`src/rtl/mips_decode_exec_unit.sv`:
```
// mips_decode_exec_unit
//   Main opcode decoder, ALU-control decoder and 32-bit ALU for the five-stage
//   MIPS core, together with the ID/EX and EX/MEM pipeline registers around
//   the ALU.
//
// Ports
//   clk, rst_n            rising-edge clock, asynchronous active-low reset
//   stall                 load-use stall: EX control bubble, EX data holds
//   flush                 branch/jump flush: clears all EX registers
//   opcode, seimm         ID instruction[31:26] and sign-extended immediate
//   data1, data2          ID rs / rt operands
//   regdst .. jump, aluop ID control bundle, combinational from opcode
//   aluctl, alurslt, zero EX ALU control, result and zero flag (combinational)
//   alurslt_s4, zero_s4   MEM registered result / zero flag
//   regwrite_s4, memtoreg_s4, memread_s4, memwrite_s4  MEM registered controls
module mips_decode_exec_unit #(
  parameter int unsigned WIDTH = 32
) (
  input  logic             clk,
  input  logic             rst_n,
  input  logic             stall,
  input  logic             flush,
  input  logic [5:0]       opcode,
  input  logic [WIDTH-1:0] seimm,
  input  logic [WIDTH-1:0] data1,
  input  logic [WIDTH-1:0] data2,
  output logic             regdst,
  output logic             branch_eq,
  output logic             branch_ne,
  output logic             memread,
  output logic             memwrite,
  output logic             memtoreg,
  output logic             regwrite,
  output logic             alusrc,
  output logic             jump,
  output logic [1:0]       aluop,
  output logic [3:0]       aluctl,
  output logic [WIDTH-1:0] alurslt,
  output logic             zero,
  output logic [WIDTH-1:0] alurslt_s4,
  output logic             zero_s4,
  output logic             regwrite_s4,
  output logic             memtoreg_s4,
  output logic             memread_s4,
  output logic             memwrite_s4
);

  // EX-stage registers (ID/EX)
  logic             r_ex_memread;
  logic             r_ex_memwrite;
  logic             r_ex_memtoreg;
  logic             r_ex_regwrite;
  logic             r_ex_alusrc;
  logic [1:0]       r_ex_aluop;
  logic [WIDTH-1:0] r_ex_seimm;
  logic [WIDTH-1:0] r_ex_data1;
  logic [WIDTH-1:0] r_ex_data2;

  // MEM-stage registers (EX/MEM)
  logic [WIDTH-1:0] r_mem_alurslt;
  logic             r_mem_zero;
  logic             r_mem_regwrite;
  logic             r_mem_memtoreg;
  logic             r_mem_memread;
  logic             r_mem_memwrite;

  logic [WIDTH-1:0] w_alu_a;
  logic [WIDTH-1:0] w_alu_b;
  logic [5:0]       w_funct;
  logic             w_ctl_bubble;

  // ---------------------------------------------------------------- ID decode
  always_comb begin
    regdst    = 1'b0;
    branch_eq = 1'b0;
    branch_ne = 1'b0;
    memread   = 1'b0;
    memwrite  = 1'b0;
    memtoreg  = 1'b0;
    regwrite  = 1'b0;
    alusrc    = 1'b0;
    jump      = 1'b0;
    aluop     = 2'b00;
    unique case (opcode)
      6'b000000: begin regdst = 1'b1; regwrite = 1'b1; aluop = 2'b10; end
      6'b100011: begin memread = 1'b1; memtoreg = 1'b1; alusrc = 1'b1; regwrite = 1'b1; end
      6'b101011: begin memwrite = 1'b1; alusrc = 1'b1; end
      6'b000100: begin branch_eq = 1'b1; aluop = 2'b01; end
      6'b000101: begin branch_ne = 1'b1; aluop = 2'b01; end
      6'b001000: begin alusrc = 1'b1; regwrite = 1'b1; end
      6'b000010: jump = 1'b1;
      default: ;
    endcase
  end

  // ------------------------------------------------------------ ID/EX register
  // EX regdst has no consumer inside this block (destination select is done
  // outside), so it is not stored here.
  assign w_ctl_bubble = stall | flush;

  always_ff @(posedge clk or negedge rst_n) begin
    if (!rst_n) begin
      r_ex_memread  <= 1'b0;
      r_ex_memwrite <= 1'b0;
      r_ex_memtoreg <= 1'b0;
      r_ex_regwrite <= 1'b0;
      r_ex_alusrc   <= 1'b0;
      r_ex_aluop    <= 2'b00;
    end else if (w_ctl_bubble) begin
      r_ex_memread  <= 1'b0;
      r_ex_memwrite <= 1'b0;
      r_ex_memtoreg <= 1'b0;
      r_ex_regwrite <= 1'b0;
      r_ex_alusrc   <= 1'b0;
      r_ex_aluop    <= 2'b00;
    end else begin
      r_ex_memread  <= memread;
      r_ex_memwrite <= memwrite;
      r_ex_memtoreg <= memtoreg;
      r_ex_regwrite <= regwrite;
      r_ex_alusrc   <= alusrc;
      r_ex_aluop    <= aluop;
    end
  end

  // Flush takes priority over stall for the operand registers.
  always_ff @(posedge clk or negedge rst_n) begin
    if (!rst_n) begin
      r_ex_seimm <= '0;
      r_ex_data1 <= '0;
      r_ex_data2 <= '0;
    end else if (flush) begin
      r_ex_seimm <= '0;
      r_ex_data1 <= '0;
      r_ex_data2 <= '0;
    end else if (!stall) begin
      r_ex_seimm <= seimm;
      r_ex_data1 <= data1;
      r_ex_data2 <= data2;
    end
  end

  // ------------------------------------------------------------ ALU control
  assign w_funct = r_ex_seimm[5:0];

  always_comb begin
    aluctl = 4'b0000;
    unique case (r_ex_aluop)
      2'b00: aluctl = 4'b0010;
      2'b01: aluctl = 4'b0110;
      2'b10: begin
        unique case (w_funct)
          6'b100000: aluctl = 4'b0010;
          6'b100010: aluctl = 4'b0110;
          6'b100100: aluctl = 4'b0000;
          6'b100101: aluctl = 4'b0001;
          6'b101010: aluctl = 4'b0111;
          6'b100111: aluctl = 4'b1100;
          default:   aluctl = 4'b0000;
        endcase
      end
      default: aluctl = 4'b0000;
    endcase
  end

  // ------------------------------------------------------------------- ALU
  assign w_alu_a = r_ex_data1;
  assign w_alu_b = r_ex_alusrc ? r_ex_seimm : r_ex_data2;

  always_comb begin
    alurslt = '0;
    unique case (aluctl)
      4'b0000: alurslt = w_alu_a & w_alu_b;
      4'b0001: alurslt = w_alu_a | w_alu_b;
      4'b0010: alurslt = w_alu_a + w_alu_b;
      4'b0110: alurslt = w_alu_a - w_alu_b;
      4'b0111: alurslt = {{(WIDTH-1){1'b0}}, ($signed(w_alu_a) < $signed(w_alu_b))};
      4'b1100: alurslt = ~(w_alu_a | w_alu_b);
      default: alurslt = '0;
    endcase
  end

  assign zero = (alurslt == '0);

  // ----------------------------------------------------------- EX/MEM register
  always_ff @(posedge clk or negedge rst_n) begin
    if (!rst_n) begin
      r_mem_alurslt  <= '0;
      r_mem_zero     <= 1'b0;
      r_mem_regwrite <= 1'b0;
      r_mem_memtoreg <= 1'b0;
      r_mem_memread  <= 1'b0;
      r_mem_memwrite <= 1'b0;
    end else begin
      r_mem_alurslt  <= alurslt;
      r_mem_zero     <= zero;
      r_mem_regwrite <= r_ex_regwrite;
      r_mem_memtoreg <= r_ex_memtoreg;
      r_mem_memread  <= r_ex_memread;
      r_mem_memwrite <= r_ex_memwrite;
    end
  end

  assign alurslt_s4  = r_mem_alurslt;
  assign zero_s4     = r_mem_zero;
  assign regwrite_s4 = r_mem_regwrite;
  assign memtoreg_s4 = r_mem_memtoreg;
  assign memread_s4  = r_mem_memread;
  assign memwrite_s4 = r_mem_memwrite;

endmodule

```
`config.mk`:
```
export PLATFORM = sky130hd
export DESIGN_NAME = mips_decode_exec_unit
export DESIGN_NICKNAME = d
export VERILOG_FILES = /design/src/rtl/mips_decode_exec_unit.sv
export SDC_FILE = /design/constraint.sdc
export NUM_CORES = 1
export LEC_CHECK = 0
export ABC_AREA = 1
export ABC_CLOCK_PERIOD_IN_PS = 4200
export CAP_MARGIN = 25
export CORE_MARGIN = 1.5
export CORE_UTILIZATION = 50
export DETAILED_ROUTE_END_ITERATION = 10
export PLACE_DENSITY = 0.78
export SLEW_MARGIN = 20
export SYNTH_ARGS = -nofsm -noshare
export SYNTH_HDL_FRONTEND = slang
export SYNTH_SLANG_ARGS = --single-unit
export TNS_END_PERCENT = 100
```
`constraint.sdc`:
```
create_clock -name clk -period 4.2 [get_ports clk]
set_clock_uncertainty 0.1 [all_clocks]
set_input_delay 1.05 -clock clk [delete_from_list [all_inputs] [get_ports clk]]
set_output_delay 1.05 -clock clk [all_outputs]
set_load 0.01 [all_outputs]
```
==> results of run 1 <==
==> cells in the mapped netlist, types with 4 or more instances <==
library cell	instances	share of area, %
nand2_1	466	15
o211ai_1	4	0.25
o21ai_0	145	6.1
buf_2	22	0.92
inv_1	303	9.5
nand3b_1	8	0.50
xor2_1	7	0.51
buf_4	4	0.25
clkbuf_1	43	1.4
nor2_1	196	6.2
buf_6	7	0.66
ha_1	100	10
inv_2	7	0.22
nand3_2	4	0.33
nor2_2	4	0.21
nor3_1	12	0.50
o22ai_1	5	0.26
a21oi_1	78	3.3
dfrtp_1	138	29
nand4_1	26	1.4
nor2_4	4	0.38
nand3_1	234	9.8
nand2_2	5	0.26
o21bai_1	8	0.50
==> metrics by stage <==
stage | instance area [µm²] | hold slack, ns | TNS, ns | setup WS, ns | instances
2_1_floorplan | 12000 | 0.231 | 0 | 0.0391 | 1868
3_3_place_gp | 17000 | 0.232 | -9.14 | -0.963 | 2712
3_5_place_dp | 17000 | 0.240 | -11.72 | -1.04 | 2712
4_1_cts | 19600 | 0.259 | -7.63 | -0.597 | 2797
==> per-layer routing <==
metal  track usage [%]  GRT overflow
met4              72.1             2
met2              90.6             1
met5              11.8             0
met1              71.2             0
met3              54.8             1
==> what timing repair did <==
item                                    CTS
hold buffers                              0
hold endpoints to repair                  0
resized for setup                       572
cloned                                    4
setup buffers                            53
endpoints found under the setup margin   33
pin swaps                               108
==> cell families after synthesis <==
family                     Yosys count  synth area share, %
and+or+nand+nor                    971                 35.0
buffers and inverters              393                 13.2
AOI/OAI and AO/OA                  254                 11.3
DFF                                138                 28.9
adders and majority gates          102                 10.8
xor gates and xnor gates             8                0.586
muxes                                2                0.188
==> qor.txt, run 1 <==
run status = did not finish
Failed at = global routing (5_1_grt)
Error = [ERROR GRT-0232] Routing congestion too high. Check the congestion heatmap in the GUI.
Seq cells post-synth = 138
clk root buf = clkbuf_16
initial core utilization = 50.9%
Post-synth EDFFs = 0
DP HPWL = 38100 µm
Ports = 191
Mapped Area = 0.0120 mm²
clk sink count = 138
worst_ep grt = zero
grt ovf = 4
Synthesized Nets = 2076
Cell Rows = 56
WEP type = primary output
die height = 158 µm
Avg Inst Size Synth = 6.40 µm²
async set-reset flop share out of synthesis = 100%
Port-buffer cells = 190
Synth Flop Type = dfrtp_1
Syn Inst Count = 1868
Distinct cells, synth = 47
GRT Total Usage = 71.5%
largest net degree at the start of global routing = 119
H-tree levels = 4
Yosys warning count = 0
post-synthesis sequential area ratio = 28.9%
TritonCTS buffer count = 17
Die Width = 158 µm
Max clock buf depth = 2
GP Congestion = 1.03
==> inputs of run 2 (changes only) <==
Settings changed: ABC_CLOCK_PERIOD_IN_PS 4200 to 5500, CORE_UTILIZATION 50 to 40, PLACE_DENSITY 0.78 to unset, PLACE_DENSITY_LB_ADDON set to 0.15.
Clock period 4.2 ns to 5.5 ns, I/O delays scaled along.
==> qor.txt, run 2 <==
run status = completed
largest net degree at the start of global routing = 97
setup TNS = 0 ns
initial core utilization = 40.4% (-10 points)
Avg Inst Size Synth = 6.40 µm² (unchanged)
ant diodes = 0
first-iteration detailed-routing DRC count = 1035
clk root buf = clkbuf_16
GP Congestion = 0.975 (-5.6%)
Worst Path Arrival = 3.96 ns
Setup violations, final = 0
Distinct cells, synth = 47 (unchanged)
grt ovf = 0
vias per std cell = 5.14
H-tree levels = 4 (unchanged)
leakage = 0.00810 µW
clk_lat worst skew = 0.44 ns
Ports = 191 (unchanged)
Clock Power Share = 32.2%
clk sink count = 138 (unchanged)
die height = 176 µm (+12%)
Critical Path Source Type = flop
cell taking the most area after synthesis = dfrtp_1
final WL = 44800 µm
CP max stage cell = clkdlybuf4s50_1
most common cell after layout, fill and taps aside = nand2_1
r2r setup slk = 2.11 ns
Slew HR = 40.3%
TritonCTS buffer count = 17 (unchanged)
Seq pwr share = 28.9%
Hold WS = 0.250 ns
Synthesized Nets = 2076 (unchanged)
core area = 0.0296 mm²
Port-buffer cells = 190 (unchanged)
GRT Total Usage = 28.8%
initial antenna violation count = 1
part of the power in combinational logic = 38.9%
CTS tree = done
DRT antenna net count = 0
Inst Count DP = 2491 (-8.1%)
worst setup path class = flop to output port
most frequent cell after synthesis = nand2_1
Worst Tran Pin Value = 0.896 ns
ordered cell list for the critical path = buf_12 > buf_4 > nand2_1 > o21ai_1 > ha_2 > inv_1 > a21oi_2 > o21ai_0 > a21oi_1 > buf_4 > nand3_1 > nand2_1 > nand2_1 > nor2_1 > nor2_2 > buf_4 > inv_1 > clkdlybuf4s50_1
Power Internal = 2560 µW
slowest stage delay, CP = 0.55 ns
RSZ-0062 raised after global routing = true
DP HPWL = 35300 µm (-7.2%)
CP Max Fanout = 18
Max-Cap Viols = 0
vias in the first global route = 11842
Layout area overhead = 33.3%
DR WL/cell = 17.7 µm
Die Width = 176 µm (+12%)
post-synthesis sequential area ratio = 28.9% (unchanged)
Mapped Area = 0.0120 mm² (unchanged)
final cell count without fillers = 2527
Hold Fails Final Rpt = 0
async set-reset flop share out of synthesis = 100% (unchanged)
Seq cells post-synth = 138 (unchanged)
crit end category = output port
clock transition at the registers of the reported paths = 0.06 ns
fin crit period = 5.43 ns
# DRC = 0
commonest cells in the netlist = nand2_1 (466), inv_1 (303), nand3_1 (234)
Cell Rows = 63 (+13%)
Design Power = 4020 µW
Synth area leaders = dfrtp_1 (29%), nand2_1 (15%), ha_1 (10%), nand3_1 (9.8%), inv_1 (9.5%)
Hold/Removal Path Class = flop to flop
final core utilization = 53.9%
Final Cycle Share = 98.8%
first-pass GRT wire length = 67400 µm
multi-input logic area = 0.00728 mm²
Post-synth EDFFs = 0 (unchanged)
DIE AREA = 0.0309 mm²
drt pass-1 iters = 5
pwr dens = 252 mW/mm²
Filler cells = 3005
Sw Ratio = 36.4%
Syn Inst Count = 1868 (unchanged)
switching power = 1460 µW
commonest cells after routing, fill and taps aside = nand2_1 (459), inv_1 (299), nand3_1 (230), clkdlybuf4s50_1 (187), nor2_1 (172)
Max clock buf depth = 2 (unchanged)
CP Data Required Time = 4.03 ns
Vias = 12983
nets = 2334
Synth Flop Type = dfrtp_1
share of the synthesized area in the top cell type = 28.9% (unchanged)
sequential cell area = 0.00345 mm²
peak supply drop = 0.000190 V
max-slew violations = 0
Yosys warning count = 0 (unchanged)
share of post-route cells with drive strength above 1 = 13.6%
Fmax = 0.184 GHz
## run 2: cell counts after synthesis
Identical to the previous run, type by type.
## run 2: final timing paths
check | from | cells after the start | to
worst min register to register | r_ex_memtoreg | 0 | memread_s4
min in group asynchronous | rst_n | 1 | alurslt_s4[20]
worst max-delay path | r_ex_alusrc | 18 | alurslt[24]
worst max register to register | r_ex_alusrc | 19 | zero_s4
worst min-delay path | r_ex_memtoreg | 0 | memread_s4
max in group asynchronous | rst_n | 2 | r_ex_seimm[2]
## run 2: timing repair
item | CTS | global route
hold buffers | 0 | 0
resized for setup | 39 | 96
setup buffers | 0 | 5
pin swaps | 2 | 9
endpoints found under the setup margin | 8 | 19
cloned | 0 | 1
## run 2: layout make-up
class                           instances  area share [%]
Timing Repair Buffer                  318            18.2
Multi-Input combinational cell       1337            45.7
Sequential cell                       138            21.7
Tap cell                              390            3.06
Clock inverter                         12            1.18
Clock buffer                           18            2.76
Inverter                              314            7.44
## run 2: power groups by stage
| stage | combinational (µW) | clock, µW | sequential (µW) |
|---|---|---|---|
| 3_5_place_dp | 1480 | 0 | 1180 |
| 2_1_floorplan | 740 | 0 | 1200 |
| 4_1_cts | 1500 | 1310 | 1160 |
| 5_1_grt | 1710 | 1350 | 1170 |
| 6_report | 1560 | 1300 | 1160 |
| 3_3_place_gp | 1470 | 0 | 1170 |
## run 2: cells by family after synthesis
group | Yosys count | share of synthesized area [%]
compound gates | 254 | 11.3
xor+xnor | 8 | 0.586
fa+ha+maj | 102 | 10.8
buf+inv | 393 | 13.2
flops | 138 | 28.9
mux | 2 | 0.188
simple gates | 971 | 35.0
## run 2: metrics by stage
| stage | cell area [µm²] | worst slack (ns) |
|---|---|---|
| floorplan | 12000 | 0.933 |
| global placement | 14900 | -0.0160 |
| detailed placement | 14900 | -0.0732 |
| CTS | 15600 | 0.00164 |
| global route | 15900 | -0.110 |
| finish | 15900 | 0.0653 |
## run 2: layer usage
layer	up-vias	GRT usage [%]	routed length (µm)
met1	6009	44.1	22000
met3	51	4.07	3350
met5	-	0	0
li1	6413	-	-
met2	510	42.0	18600
met4	0	6.80	873
## run 2: critical path: cells and delay by family (launching register included)
kind | cells | cell delay, ns
buf+inv | 7 | 1.36
compound gates | 4 | 0.70
simple gates | 6 | 0.55
flops | 1 | 0.45
fa+ha+maj | 1 | 0.45
(Power assumes the default switching activity.)
==> inputs of run 3 (changes only) <==
Settings changed: CAP_MARGIN 25 to 20, CORE_UTILIZATION 40 to 32, GPL_ROUTABILITY_DRIVEN set to 0.
==> qor.txt, run 3 (same netlist as run 2, synthesis figures left out) <==
Hold EP = regwrite_s4
CP Max Fanout = 8 (-10)
Sw Ratio = 37.0% (+0.61 points)
initial antenna violation count = 0 (-1)
initial core utilization = 32.6% (-7.9 points)
Hold Startpoint = r_ex_regwrite
vias per std cell = 4.99 (-2.8%)
drt pass-1 iters = 5 (unchanged)
clk root buf = clkbuf_16
Cell Rows = 70 (+11%)
DP HPWL = 34300 µm (-2.9%)
Inst Count DP = 2542 (+2.0%)
r2r setup slk = 2.10 ns (about the same)
DR WL/cell = 17.1 µm (-3.7%)
Setup violations, final = 0 (unchanged)
run status = completed
most common cell after layout, fill and taps aside = nand2_1
ant diodes = 0 (unchanged)
die height = 196 µm (+12%)
commonest cells after routing, fill and taps aside = nand2_1 (454), inv_1 (302), nand3_1 (227), clkdlybuf4s50_1 (187), nor2_1 (155)
grt ovf = 0 (unchanged)
peak supply drop = 0.000216 V (+13%)
CTS tree = done
nets = 2314 (-0.86%)
# DRC = 0 (unchanged)
Hold/Removal Path Class = flop to flop
clock transition at the registers of the reported paths = 0.06 ns (about the same)
leakage = 0.00813 µW (+0.34%)
Max clock buf depth = 2 (unchanged)
hold depth = 0 (unchanged)
pre-CTS setup slack = -0.174 ns (-0.100 ns)
clk sink count = 138 (unchanged)
worst r2r src = r_ex_alusrc
Clock Power Share = 30.2% (-2.0 points)
switching power = 1460 µW (about the same)
Max-Cap Viols = 0 (unchanged)
DRT antenna net count = 0 (unchanged)
first-iteration detailed-routing DRC count = 980 (-5.3%)
Fmax = 0.186 GHz (+0.91%)
TritonCTS buffer count = 17 (unchanged)
Layout area overhead = 37.0%
Seq pwr share = 29.4% (+0.5 points)
Final Cycle Share = 97.9% (-0.89 points)
final WL = 44200 µm (-1.4%)
pwr dens = 241 mW/mm² (-4.4%)
final cell count without fillers = 2587 (+2.4%)
Design Power = 3950 µW (-1.7%)
Die Width = 196 µm (+12%)
Post-CTS Hold Buffers = 0 (unchanged)
DIE AREA = 0.0385 mm² (+25%)
Power Internal = 2490 µW (-2.7%)
Vias = 12917 (-0.51%)
Port-buffer cells = 190 (unchanged)
clk_lat worst skew = 0.46 ns (+0.02 ns)
fin crit period = 5.39 ns (-0.0490 ns)
final core utilization = 44.6% (-9.3 points)
first-pass GRT wire length = 67200 µm (-0.29%)
setup TNS = 0 ns (unchanged)
Hold Fails Final Rpt = 0 (unchanged)
H-tree levels = 4 (unchanged)
max-slew violations = 0 (unchanged)
vias in the first global route = 12142 (+2.5%)
core area = 0.0367 mm² (+24%)
share of post-route cells with drive strength above 1 = 15.7% (+2.1 points)
Critical Path Source Type = flop
RSZ-0062 raised after global routing = true
Ports = 191 (unchanged)
crit end category = output port
largest net degree at the start of global routing = 93 (-4.1%)
part of the power in combinational logic = 40.3% (+1.4 points)
worst setup path class = flop to output port
Worst Tran Pin Value = 1.17 ns (+0.270 ns)
GRT Total Usage = 22.8% (-5.9 points)
Worst Path Arrival = 3.91 ns (-0.05 ns)
CP Data Required Time = 4.03 ns (about the same)
Slew HR = 22.0% (-18 points)
r2r worst-path depth = 19 (unchanged)
RR Endpoint = zero_s4
setup ws final = 0.114 ns (+0.0490 ns)
[run 3: cell types whose count changed in the layout (fill, tap and decap cells not counted), sizes merged]
cell / previous run / this run
buf: 128 / 106
bufinv: 4 / 2
clkbuf: 20 / 22
clkdlybuf4s15: 0 / 1
clkinv: 7 / 10
[run 3: through the flow]
step	instance area, µm²	hold WS, ns
after global placement	14800	0.234
after global routing	16400	0.252
final	16400	0.246
after CTS	15600	0.249
after detailed placement	14800	0.235
after floorplan	12000	0.231
[run 3: worst max path at each step]
stage                     start  cells past startpoint         end  slack (ns)
detailed placement  r_ex_alusrc                     20        zero       -0.17
global placement    r_ex_alusrc                     20        zero       -0.15
finish              r_ex_alusrc                     20        zero        0.11
global route        r_ex_alusrc                     24        zero       -0.07
CTS                 r_ex_alusrc                     18  alurslt[0]       -0.04
floorplan           r_ex_alusrc                     23        zero        0.93
[run 3: area by class of cell]
| cell class | count | area, µm² |
|---|---|---|
| fill | 3828 | 20300 |
| clock inverter | 13 | 141 |
| inverter | 314 | 1180 |
| multi-input combinational | 1337 | 7740 |
| sequential | 138 | 3460 |
| timing repair buffer | 298 | 2830 |
| clock buffer | 19 | 443 |
| tap | 468 | 586 |
[run 3: metal layers]
| metal | wire [µm] | track usage [%] | share of wire, % | vias up |
|---|---|---|---|---|
| met3 | 2760 | 2.96 | 6.2 | 52 |
| met2 | 18800 | 33.9 | 43 | 457 |
| li1 | - | - | - | 6382 |
| met4 | 1020 | 8.29 | 2.3 | 0 |
| met5 | 0 | 0 | 0 | - |
| met1 | 21600 | 33.6 | 49 | 6026 |
[run 3: critical path, cell delays in order, from the launching register on]
cell             delay, ns
dfrtp_4               0.58
buf_6                 0.18
o21ai_4               0.18
ha_2                  0.35
buf_4                 0.16
inv_1                 0.15
nand2_2               0.13
nor2_2                0.16
inv_1                 0.09
nor2_2                0.13
nand4_1               0.11
nand3_1               0.18
nand2_1               0.07
nand2_1               0.06
nor2_1                0.06
nor2_2                0.13
nand2_1               0.08
nor2_2                0.14
nand3_2               0.13
nor2_4                0.14
clkdlybuf4s15_2       0.23
[run 3: power groups by stage]
stage	Combinational (µW)	Sequential (µW)	Clock, µW
after detailed placement	1440	1180	0
final	1590	1160	1190
after CTS	1470	1160	1220
after global routing	1750	1170	1260
after global placement	1430	1170	0
after floorplan	740	1200	0
[run 3: timing repair]
action                     in CTS  in global routing
gates cloned                    1                  4
pin swaps                       5                 11
setup endpoints to repair       8                 15
gates resized for setup        68                174
buffers inserted                5                  3
